===== src/rtl/bridge_sequencer.sv =====
// AXI-Lite to APB sequencing control: read/write arbitration, APB setup/access phasing,
// address decode against BASE_HI and a per-access PREADY timeout.
module bridge_sequencer #(
  parameter int unsigned TOUT_CYCLES = 16,
  parameter logic [15:0] BASE_HI     = 16'h4000
) (
  input  logic        ACLK,
  input  logic        ARESET,
  input  logic        AWVALID,
  input  logic        WVALID,
  input  logic        ARVALID,
  input  logic        BREADY,
  input  logic        RREADY,
  input  logic [31:0] AWADDR,
  input  logic [31:0] ARADDR,
  input  logic        PREADY,
  input  logic        PSLVERR,
  output logic [2:0]  AXI_next_state,
  output logic [2:0]  APB_next_state,
  output logic        tout,
  output logic        SLVERR_sign,
  output logic        grant_wr
);

  typedef enum logic [2:0] {
    AxiIdle      = 3'd1,
    AxiSendRaddr = 3'd2,
    AxiRdataWait = 3'd3,
    AxiRdataXfer = 3'd4,
    AxiAddrWdata = 3'd5,
    AxiWdataWait = 3'd6,
    AxiWriteEnd  = 3'd7
  } axi_e;

  typedef enum logic [2:0] {
    ApbIdle    = 3'd1,
    ApbRsetup  = 3'd2,
    ApbRaccess = 3'd3,
    ApbWsetup  = 3'd4,
    ApbWaccess = 3'd5
  } apb_e;

  localparam logic [7:0] ToutLimit = 8'(TOUT_CYCLES);

  axi_e       axi_q, axi_d;
  apb_e       apb_q, apb_d;
  logic [7:0] cnt_q, cnt_d;
  logic       tout_q, tout_d;
  logic       slverr_q, slverr_d;
  logic       grant_wr_q, grant_wr_d;
  logic       aw_seen_q, aw_seen_d;
  logic       w_seen_q, w_seen_d;
  logic       prio_wr_q, prio_wr_d;  // 1: write wins the next tie
  logic       access_done;
  logic       rd_pend, wr_pend;

  // Error response and low address bits are handled outside this block.
  logic unused_inputs;
  assign unused_inputs = ^{PSLVERR, AWADDR[15:0], ARADDR[15:0]};

  always_ff @(posedge ACLK or posedge ARESET) begin
    if (ARESET) begin
      axi_q      <= AxiIdle;
      apb_q      <= ApbIdle;
      cnt_q      <= '0;
      tout_q     <= 1'b0;
      slverr_q   <= 1'b0;
      grant_wr_q <= 1'b0;
      aw_seen_q  <= 1'b0;
      w_seen_q   <= 1'b0;
      prio_wr_q  <= 1'b0;
    end else begin
      axi_q      <= axi_d;
      apb_q      <= apb_d;
      cnt_q      <= cnt_d;
      tout_q     <= tout_d;
      slverr_q   <= slverr_d;
      grant_wr_q <= grant_wr_d;
      aw_seen_q  <= aw_seen_d;
      w_seen_q   <= w_seen_d;
      prio_wr_q  <= prio_wr_d;
    end
  end

  always_comb begin
    axi_d       = axi_q;
    apb_d       = apb_q;
    cnt_d       = cnt_q;
    tout_d      = tout_q;
    slverr_d    = slverr_q;
    grant_wr_d  = grant_wr_q;
    aw_seen_d   = aw_seen_q;
    w_seen_d    = w_seen_q;
    prio_wr_d   = prio_wr_q;
    access_done = 1'b0;
    rd_pend     = ARVALID;
    wr_pend     = AWVALID | WVALID;

    case (apb_q)
      ApbIdle:   ;
      ApbRsetup: begin
        apb_d = ApbRaccess;
        cnt_d = '0;
      end
      ApbWsetup: begin
        apb_d = ApbWaccess;
        cnt_d = '0;
      end
      ApbRaccess, ApbWaccess: begin
        // PREADY takes precedence over a timeout landing in the same cycle.
        if (PREADY) begin
          access_done = 1'b1;
        end else begin
          cnt_d = cnt_q + 8'd1;
          if (cnt_d == ToutLimit) begin
            tout_d      = 1'b1;
            access_done = 1'b1;
          end
        end
        if (access_done) apb_d = ApbIdle;
      end
      default: apb_d = ApbIdle;
    endcase

    case (axi_q)
      AxiIdle: begin
        if (rd_pend && (!wr_pend || !prio_wr_q)) begin
          axi_d     = AxiSendRaddr;
          slverr_d  = (ARADDR[31:16] != BASE_HI);
          prio_wr_d = 1'b1;
        end else if (wr_pend) begin
          axi_d      = AxiAddrWdata;
          grant_wr_d = 1'b1;
          prio_wr_d  = 1'b0;
        end
      end
      AxiSendRaddr: begin
        if (slverr_q) begin
          axi_d = AxiRdataXfer;
        end else begin
          axi_d = AxiRdataWait;
          apb_d = ApbRsetup;
        end
      end
      AxiRdataWait: if (access_done) axi_d = AxiRdataXfer;
      AxiRdataXfer: if (RREADY) axi_d = AxiIdle;
      AxiAddrWdata: begin
        if (AWVALID) aw_seen_d = 1'b1;
        if (AWVALID && !aw_seen_q) slverr_d = (AWADDR[31:16] != BASE_HI);
        if (WVALID) w_seen_d = 1'b1;
        if (aw_seen_d && w_seen_d) begin
          if (slverr_d) begin
            axi_d = AxiWriteEnd;
          end else begin
            axi_d = AxiWdataWait;
            apb_d = ApbWsetup;
          end
        end
      end
      AxiWdataWait: if (access_done) axi_d = AxiWriteEnd;
      AxiWriteEnd:  if (BREADY) axi_d = AxiIdle;
      default:      axi_d = AxiIdle;
    endcase

    // Per-transaction status is dropped on every entry to (or stay in) IDLE.
    if (axi_d == AxiIdle) begin
      tout_d     = 1'b0;
      slverr_d   = 1'b0;
      grant_wr_d = 1'b0;
      aw_seen_d  = 1'b0;
      w_seen_d   = 1'b0;
    end
  end

  always_comb begin
    AXI_next_state = axi_q;
    APB_next_state = apb_q;
    tout           = tout_q;
    SLVERR_sign    = slverr_q;
    grant_wr       = grant_wr_q;
  end

endmodule

===== config.mk =====
export PLATFORM = sky130hd
export DESIGN_NAME = bridge_sequencer
export DESIGN_NICKNAME = d
export VERILOG_FILES = /design/src/rtl/bridge_sequencer.sv
export SDC_FILE = /design/constraint.sdc
export NUM_CORES = 1
export LEC_CHECK = 0
export CAP_MARGIN = 10
export CORE_ASPECT_RATIO = 1.2
export CORE_MARGIN = 1
export CORE_UTILIZATION = 39
export CTS_CLUSTER_DIAMETER = 120
export CTS_CLUSTER_SIZE = 20
export DETAILED_ROUTE_END_ITERATION = 8
export HOLD_SLACK_MARGIN = 0.1
export PLACE_DENSITY = 0.86
export SYNTH_ARGS = -nofsm -noshare
export SYNTH_HDL_FRONTEND = slang
export SYNTH_SLANG_ARGS = --single-unit

===== constraint.sdc =====
create_clock -name ACLK -period 3.4 [get_ports ACLK]
set_clock_uncertainty 0.1 [all_clocks]
set_input_delay 0.68 -clock ACLK [delete_from_list [all_inputs] [get_ports ACLK]]
set_output_delay 0.68 -clock ACLK [all_outputs]
set_load 0.1 [all_outputs]

[Word-level counts from Yosys, hierarchy flattened]
Index checks and enable logic that the tools add are counted.
Word-level totals
  memory bits (read-only): 0
  bits in latches: 0
  flip-flop bits (word level): 20
  memories: 0
  bits of input ports: 73
  word-level logic and storage cells: 98
  memory bits (writable): 0
  output and inout bits: 9
Cells by class
  $lt $le $gt $ge: 0
  bitwise gates (word level): 1
  equality and inequality tests: 20
  add/subtract/negate cells: 1
  divide/modulo/power cells: 0
  shift-type cells: 0
  reductions and logical operators: 22
  multipliers: 0
  muxes and demuxes: 45
Operators with widths (count)
  2-to-1 mux 3 bit: 12
  != test 16 x 15 -> 1 bit (second input constant): 2
  2-to-1 mux 1 bit: 27
  case mux 3 bit (7 select lines): 1
  == test 3 bit (second input constant): 6
  case mux 8 bit (2 select lines): 1
  nonzero test 2 bit: 7
  == test 3 x 2 -> 1 bit (second input constant): 4
  case mux 3 bit (4 select lines): 1
  == test 3 x 1 -> 1 bit (second input constant): 3
  adder 8 x 1 -> 8 bit (second input constant): 1
  == test 8 x 5 -> 1 bit (second input constant): 1
  2-to-1 mux 8 bit: 1
  case mux 3 bit (2 select lines): 1
  AND reduction 2 bit: 3
  AND reduction 3 bit: 2
  != test 2 x 1 -> 1 bit (second input constant): 2
  OR reduction 2 bit: 2
  logical AND 1 bit: 3
  logical NOT 1 bit: 3
  != test 3 bit (second input constant): 1
  nonzero test 3 bit: 1
  != test 2 bit (second input constant): 1
  case mux 1 bit (2 select lines): 1
  other kinds (2): 2

[Depth between registers and ports, before layout]
Gate-level depths: netlist of run 1.
  depth after elaboration: 11
  mapped depth: 7
  gate-level depth less buffers: 6

[Worst setup path before layout of run 1]
OpenSTA, ideal clock, no wires.
  path kind: flip-flop to flip-flop
  start: register axi_q[0], in the netlist AXI_next_state[0]
  end: register slverr_q, in the netlist SLVERR_sign
  period minus slack after synthesis: 2.284 ns
  arrival: 2.106 ns
  required time: 3.222 ns
  cell stages (with the launch flop): 8
  setup slack: 1.116 ns
  path buffers: 2
  setup time: 0.078 ns
  cell sequence: dfstp_2 clkbuf_1 nor2b_1 and2_1 clkbuf_1 nor2_1 a211o_1 a21oi_1
Between the ends
  longest elaborated chain between the ends: 6
  elaborated cells on any way between the ends: 21
  classes of those cells: eq/ne: 9; mux: 10; reduce/logical: 2
Ends and longest elaborated chain
  from (decl): line 45  | axi_e axi_q, axi_d;
  from (signal assigned): line 63  | axi_q <= AxiIdle;
  from (signal assigned): line 73  | axi_q <= axi_d;
  2-to-1 mux 3 bit: line 131  | end else if (wr_pend) begin
  2-to-1 mux 3 bit: line 127  | if (rd_pend && (!wr_pend || !prio_wr_q)) begin
  case mux 3 bit (7 select lines): line 125  | case (axi_q)
  == test 3 x 1 -> 1 bit: line 166  | if (axi_d == AxiIdle) begin
  != test 3 bit (no line) or nonzero test 3 bit (tied branches)
  AND reduction 2 bit (no line)
  to (signal assigned): line 77  | slverr_q <= slverr_d;
  to (decl): line 49  | logic slverr_q, slverr_d;
Parallel ways exist; a longest one is shown, timed or not.
A chain may end at the register's enable or synchronous reset.

[Worst setup path in the final report of run 1]
  start: input AWVALID
  end: register tout_q, in the netlist tout
Between the ends
  longest elaborated chain between the ends: 9
  elaborated cells on any way between the ends: 21
  classes of those cells: eq/ne: 2; mux: 10; bitwise: 1; reduce/logical: 8
Ends and longest elaborated chain
  from (decl): line 9  | input logic AWVALID,
  logical AND 1 bit or bitwise OR 1 bit (tied branches): line 149, 97
  2-to-1 mux 1 bit or logical NOT 1 bit (tied branches): line 149, 127
  2-to-1 mux 1 bit or logical OR 1 bit (tied branches): line 125, 127
  2-to-1 mux 1 bit or logical AND 1 bit (tied branches): line 152, 127
  2-to-1 mux 3 bit, on equally long branches: line 151, 127
  case mux 3 bit (7 select lines) *: line 125
  == test 3 x 1 -> 1 bit *: line 166
  != test 2 x 1 -> 1 bit (no line) or nonzero test 2 bit (tied branches)
  AND reduction 3 bit (no line)
  to (signal assigned): line 76  | tout_q <= tout_d;
  to (decl): line 48  | logic tout_q, tout_d;
Every way passes the cells marked *; elsewhere a longest branch is shown, timed or not. The select of a mux whose other input is x is not followed.

==> results.sh, run 1 <==
export IMPL_drc=0
export IMPL_synth_seq_cells=20
export IMPL_num_rows=22
export IMPL_grt_pass1_wl_um=4910
export IMPL_synth_top_area_share_pct=35.9
export IMPL_cts_tree="done"
export IMPL_cap_violations=0
export IMPL_place_ws_ns=0.724
export IMPL_antenna_found_initial=0
export IMPL_async_flop_share_pct=100
export IMPL_max_slew_margin_rel_pct=48.1
export IMPL_slowest_stage="nor3_1"
export IMPL_avgSynthCellArea_um2=8.26
export IMPL_grt_pass1_vias=1267
export IMPL_place_gp_congestion=0.866
export IMPL_final_area_um2=1760
export IMPL_cts_setup_buffers=0
export IMPL_final_nets=274
export IMPL_yosysSeqAreaShare_pct=40.0
export IMPL_synth_warnings=0
export IMPL_dr_pass1_iters=4
export IMPL_die_area_um2=3450
export IMPL_final_layout_size_suffix_gt1_share_pct=8.54
export IMPL_synth_cell_types=43
export IMPL_cts_root_buf="clkbuf_4"
export IMPL_h_tree_depth=1
export IMPL_cts_resized=0
export IMPL_vias=1348
export IMPL_critical_path_class="input port to register"
export IMPL_synth_ff_type="dfrtp_1"
export IMPL_syn_inst=152
export IMPL_hold_viol=0
export IMPL_clk_path_buf_depth=2
export IMPL_place_hpwl_um=2370
export IMPL_wirelength_um=3010
export IMPL_diodes=0
export IMPL_synthTopCellsByArea="dfrtp_1 36%, o21ai_0 6.8%, nand2_1 5.4%, a21oi_1 4.8%, dfstp_2 4.2%"
export IMPL_max_stage_delay_ns=0.56
export IMPL_clkTransAtPathRegs_ns=0.11
export IMPL_fin_setup_tns_ns=0
export IMPL_track_usage_pct=18.9
export IMPL_vias_per_cell=5.74
export IMPL_die_h_um=64.2
export IMPL_power_leakage_uw=0.000722
export IMPL_cp_required_ns=3.47
export IMPL_cts_buffers=3
export IMPL_synth_commonest_cells="18 x dfrtp_1, 18 x nand2_1, 17 x o21ai_0"
export IMPL_yosysTopAreaCell="dfrtp_1"
export IMPL_fp_dieW_um=53.8
export IMPL_placed_area_um2=1740
export IMPL_end_kind="register"
export IMPL_nFillCells=274
export IMPL_placed_cells=231
export IMPL_syn_num_nets=226
export IMPL_syn2layout_area_growth_pct=40.3
export IMPL_slew_viol_final=0
export IMPL_io_buffers=48
export IMPL_start_util_pct=41.1
export IMPL_io_pins=82
export IMPL_core_um2=3060
export IMPL_worst_slack_ns=1.03
export IMPL_rsz0062_at_grt="no"
export IMPL_synth_cell_area_um2=1260
export IMPL_clock_sinks=20
export IMPL_vdd_ir_drop_max_mv=0.492
export IMPL_finalSetupViolations=0
export IMPL_cp_start_kind="input port"
export IMPL_worstPathArrival_ns=2.44
export IMPL_crit_path_max_fanout=6
export IMPL_period_share_pct=69.8
export IMPL_drt_iter0_drc=46
export IMPL_p_per_area_nw_per_um2=674
export IMPL_overflow=0
export IMPL_insertion_delay_ns=0.30
export IMPL_hp_class="register to register"
export IMPL_synth_edf_count=0
export IMPL_crit_chain="clkdlybuf4s50_1, o22a_1, a21oi_1, o22ai_1, nor3_1, nor2_1"
export IMPL_postCtsHoldBufs=0
export IMPL_instances_no_fill=235
export IMPL_grt_start_max_net_pins=21
export IMPL_ant_nets=0
export IMPL_worst_pin_slew_ns=0.778
export IMPL_wl_per_cell_um=12.8
export IMPL_final_min_clock_period_ns=2.37
export IMPL_fmax_mhz=421
export IMPL_status="finished clean"
==> per-layer routing <==
metal | share of wire (%) | vias up | track usage (%) | routed length, µm
met1 | 41 | 633 | 21.5 | 1240
met2 | 52 | 53 | 33.6 | 1560
li1 | - | 658 | - | -
met4 | 1.3 | 0 | 7.89 | 38
met3 | 5.8 | 4 | 2.38 | 174
met5 | 0 | - | 0 | 0
==> critical path: cells and delay by family <==
kind,cells,cell delay (ns)
AOI/OAI and AO/OA,3,0.58
buffers and inverters,1,0.50
and+or+nand+nor,2,0.68
==> placed cells by master, fill, tap and decap left out, types with 3 or more instances in the layout <==
cell | Yosys | routed
clkdlybuf4s50_1 | 0 | 39
dfrtp_1 | 18 | 18
nand2_1 | 18 | 18
o21ai_0 | 17 | 17
nor2_1 | 14 | 14
a21oi_1 | 12 | 12
buf_4 | 1 | 9
nand3_1 | 6 | 6
nand2b_1 | 6 | 6
nor4_1 | 6 | 6
inv_1 | 6 | 6
xor2_1 | 3 | 3
nor3_1 | 3 | 3
clkbuf_4 | 0 | 3
==> state kept, by name, indices dropped and copies added (netlist names) <==
register and flops:
APB_next_state 3, AXI_next_state 3, SLVERR_sign 1, aw_seen_q 1
cnt_q 8, grant_wr 1, prio_wr_q 1, tout 1
w_seen_q 1
==> logic make-up after synthesis <==
group | after synthesis | synth area share (%)
fa+ha+maj | 1 | 0.996
flops | 20 | 40.0
simple gates | 69 | 29.2
xor+xnor | 3 | 2.09
compound gates | 48 | 24.1
buf+inv | 11 | 3.59
==> through the flow <==
step	util (%)	power (µW)	hold WS [ns]
6_report	57.7	1190	0.414
5_1_grt	57.7	1270	0.473
4_1_cts	57.7	1190	0.415
3_5_place_dp	56.8	1080	0.390
3_3_place_gp	56.8	1060	0.377
2_1_floorplan	-	901	0.363
==> final cells by class <==
cell class | instances | area (µm²) | share of cell area [%]
Tap cell | 36 | 45.0 | 2.56
Clock buffer | 4 | 26.3 | 1.49
Inverter | 6 | 22.5 | 1.28
Multi-Input combinational cell | 121 | 708 | 40.2
Timing Repair Buffer | 48 | 458 | 26.0
Sequential cell | 20 | 503 | 28.5
==> power by group <==
| part | switching (µW) | internal, µW | total [µW] |
|---|---|---|---|
| Clock | 69.9 | 45.6 | 116 |
| Sequential | 99.0 | 312 | 411 |
| Combinational | 448 | 213 | 662 |
| Total | 617 | 571 | 1190 |
==> final timing paths <==
kind,start,endpoint,slack (ns),cells after the start
max in group asynchronous,ARESET,aw_seen_q$_DFFE_PP0P_,2.00,2
setup reg to reg,cnt_q[5]$_DFFE_PP0P_,AXI_next_state[0]$_DFF_PP1_,1.13,5
hold / removal,w_seen_q$_DFFE_PP0P_,w_seen_q$_DFFE_PP0P_,0.41,2
min in group asynchronous,ARESET,cnt_q[4]$_DFFE_PP0P_,0.71,2
setup / recovery,AWVALID,tout$_DFFE_PP0P_,1.03,6
hold reg to reg,w_seen_q$_DFFE_PP0P_,w_seen_q$_DFFE_PP0P_,0.41,2
Note: power is estimated with default switching activity, not from simulation.
==> run 2: changes to the inputs <==
- CORE_UTILIZATION: 39 -> 32
- PLACE_DENSITY: 0.86 -> 0.75
- clock period: 3.4 -> 1.98 ns (I/O delays scaled with it)
==> run 2 against run 1 <==
The run now ends with setup timing left. Sequential share of layout area down 4.6 points. Wire length up 13%. Via count up 7.0%. Total power up 110%. Count of clock-buffer cells in the layout unchanged. Hold slack worse by 0.045 ns. Global-route usage down 0.15 points. Critical path depth down 1. Combinational power up 120%. Largest cell class unchanged.
==> results.sh, run 2 (synthesis results as in run 1) <==
export IMPL_wirelength_um=3410
export IMPL_finalSetupViolations=6
export IMPL_max_stage_delay_ns=0.50
export IMPL_track_usage_pct=18.8
export IMPL_h_tree_depth=1
export IMPL_cts_buffers=3
export IMPL_slowest_stage="or4b_4"
export IMPL_antenna_found_initial=0
export IMPL_die_h_um=70.6
export IMPL_place_gp_congestion=0.835
export IMPL_clk_path_buf_depth=2
export IMPL_final_common_cell="clkdlybuf4s50_1"
export IMPL_cp_required_ns=2.05
export IMPL_crit_path_max_fanout=4
export IMPL_cts_root_buf="clkbuf_8"
export IMPL_hp_class="input port to asynchronous set/reset pin"
export IMPL_violations="setup timing"
export IMPL_grt_pass1_vias=1452
export IMPL_hold_viol=0
export IMPL_multiInputGateArea_um2=751
export IMPL_period_share_pct=111
export IMPL_ant_nets=0
export IMPL_vias=1443
export IMPL_max_flop_register="cnt_q"
export IMPL_place_hpwl_um=2660
export IMPL_worstPathArrival_ns=2.26
export IMPL_cap_violations=0
export IMPL_cp_start_kind="register"
export IMPL_num_rows=24
export IMPL_critPathTopFamily="simple AND/OR/NAND/NOR gates"
export IMPL_io_buffers=48
export IMPL_clockPowerShare_pct=12.4
export IMPL_io_pins=82
export IMPL_p_per_area_nw_per_um2=1170
export IMPL_vias_per_cell=5.29
export IMPL_status="complete, but fails checks"
export IMPL_dr_pass1_iters=4
export IMPL_wl_per_cell_um=12.5
export IMPL_grt_pass1_wl_um=6090
export IMPL_final_nets=296
export IMPL_p_total_uw=2510
export IMPL_nFillCells=338
export IMPL_seq_area_um2=513
export IMPL_die_area_um2=4180
export IMPL_clock_sinks=20
export IMPL_place_ws_ns=-0.179
export IMPL_vdd_ir_drop_max_mv=0.594
export IMPL_diodes=0
export IMPL_p_int_uw=1350
export IMPL_fmax_mhz=457
export IMPL_insertion_delay_ns=0.26
export IMPL_worst_path_buf_inv=0
export IMPL_overflow=0
export IMPL_layout_common_cells="39 x clkdlybuf4s50_1, 22 x buf_4, 17 x nand2_1, 17 x o21ai_0, 14 x nor2_1"
export IMPL_fp_dieW_um=59.2
export IMPL_postCtsHoldBufs=0
export IMPL_core_um2=3690
export IMPL_worst_slack_ns=-0.209
export IMPL_largest_reg_flops=8
export IMPL_grt_start_max_net_pins=21
export IMPL_rsz0062_at_grt="yes"
export IMPL_power_leakage_uw=0.000881
export IMPL_end_kind="register"
export IMPL_cts_tree="done"
export IMPL_swShare_pct=46.3
export IMPL_drc=0
export IMPL_worst_pin_slew_ns=0.422
export IMPL_final_min_clock_period_ns=2.19
export IMPL_start_util_pct=34.0
export IMPL_switching_power_uw=1160
export IMPL_critical_path_class="register to register"
export IMPL_syn2layout_area_growth_pct=70.5
export IMPL_max_slew_margin_rel_pct=71.7
export IMPL_final_layout_size_suffix_gt1_share_pct=23.1
export IMPL_slew_viol_final=0
export IMPL_seq_power_share_pct=28.7
export IMPL_crit_chain="or3b_1, or4b_4, and4b_4, or3_4, o211ai_1"
export IMPL_clkTransAtPathRegs_ns=0.08
export IMPL_power_frac_comb_pct=58.9
export IMPL_drt_iter0_drc=29
-- run 2: changes by cell type in the layout (fill, tap and decap cells not counted), moves of 3 or more --
cell	change
clkbuf_8	+4
buf_12	+9
clkbuf_4	-3
dfrtp_2	+5
buf_4	+13
dfrtp_1	-5
-- run 2: per-layer routing --
| layer | part of all wire, % | track usage (%) | up-vias |
|---|---|---|---|
| li1 | - | - | 703 |
| met1 | 41 | 21.7 | 680 |
| met2 | 51 | 33.1 | 52 |
| met3 | 5.4 | 3.47 | 8 |
| met4 | 2.1 | 7.67 | 0 |
| met5 | 0 | 0 | - |
-- run 2: cell type report --
class                           count  share of cell area, %
Tap cell                           52                   3.04
Multi-Input combinational cell    121                   35.0
Sequential cell                    20                   23.9
Clock buffer                        4                   2.57
Inverter                            6                   1.05
Timing Repair Buffer               70                   34.3
-- run 2: path summary, 6_finish.rpt --
path                       slack (ns)                     endpoint  depth (start not counted)                  from
min                              0.37      SLVERR_sign$_DFFE_PP0P_                          3                ARESET
min in group ACLK                0.41         w_seen_q$_DFFE_PP0P_                          2  w_seen_q$_DFFE_PP0P_
max                             -0.21  AXI_next_state[0]$_DFF_PP1_                          5  cnt_q[6]$_DFFE_PP0P_
max in group asynchronous        1.14  AXI_next_state[0]$_DFF_PP1_                          3                ARESET
max reg2reg                     -0.21  AXI_next_state[0]$_DFF_PP1_                          5  cnt_q[6]$_DFFE_PP0P_
min reg2reg                      0.41         w_seen_q$_DFFE_PP0P_                          2  w_seen_q$_DFFE_PP0P_
-- run 2: timing repair --
item / CTS / global route
buffers inserted: 1 / 1
pin swaps: 3 / 2
setup endpoints to repair: 6 / 6
gates resized for setup: 3 / 4
-- run 2: tightest hold or removal path: stages --
cell,delay [ns]
clkdlybuf4s50_1,0.40
inv_1,0.05
buf_4,0.26
-- run 2: power groups by stage --
stage                     sequential (µW)  combinational [µW]  clock (µW)
after floorplan                      1050                 544           0
after global placement                723                1420           0
after detailed placement              723                1450           0
after CTS                             719                1460         318
after global routing                  749                1590         344
final                                 721                1480         311
-- run 2: metrics by stage --
| stage | TNS (ns) | cell area, µm² | instances | util (%) | hold slack [ns] |
|---|---|---|---|---|---|
| 5_1_grt | -1.35 | 2140 | 273 | 58.0 | 0.396 |
| 3_5_place_dp | -1.14 | 2040 | 267 | 55.1 | 0.405 |
| 3_3_place_gp | -0.928 | 2040 | 267 | 55.1 | 0.388 |
| 2_1_floorplan | -0.402 | 1290 | 152 | - | 0.258 |
| 6_report | -0.828 | 2140 | 273 | 58.0 | 0.369 |
| 4_1_cts | -0.891 | 2120 | 272 | 57.4 | 0.378 |
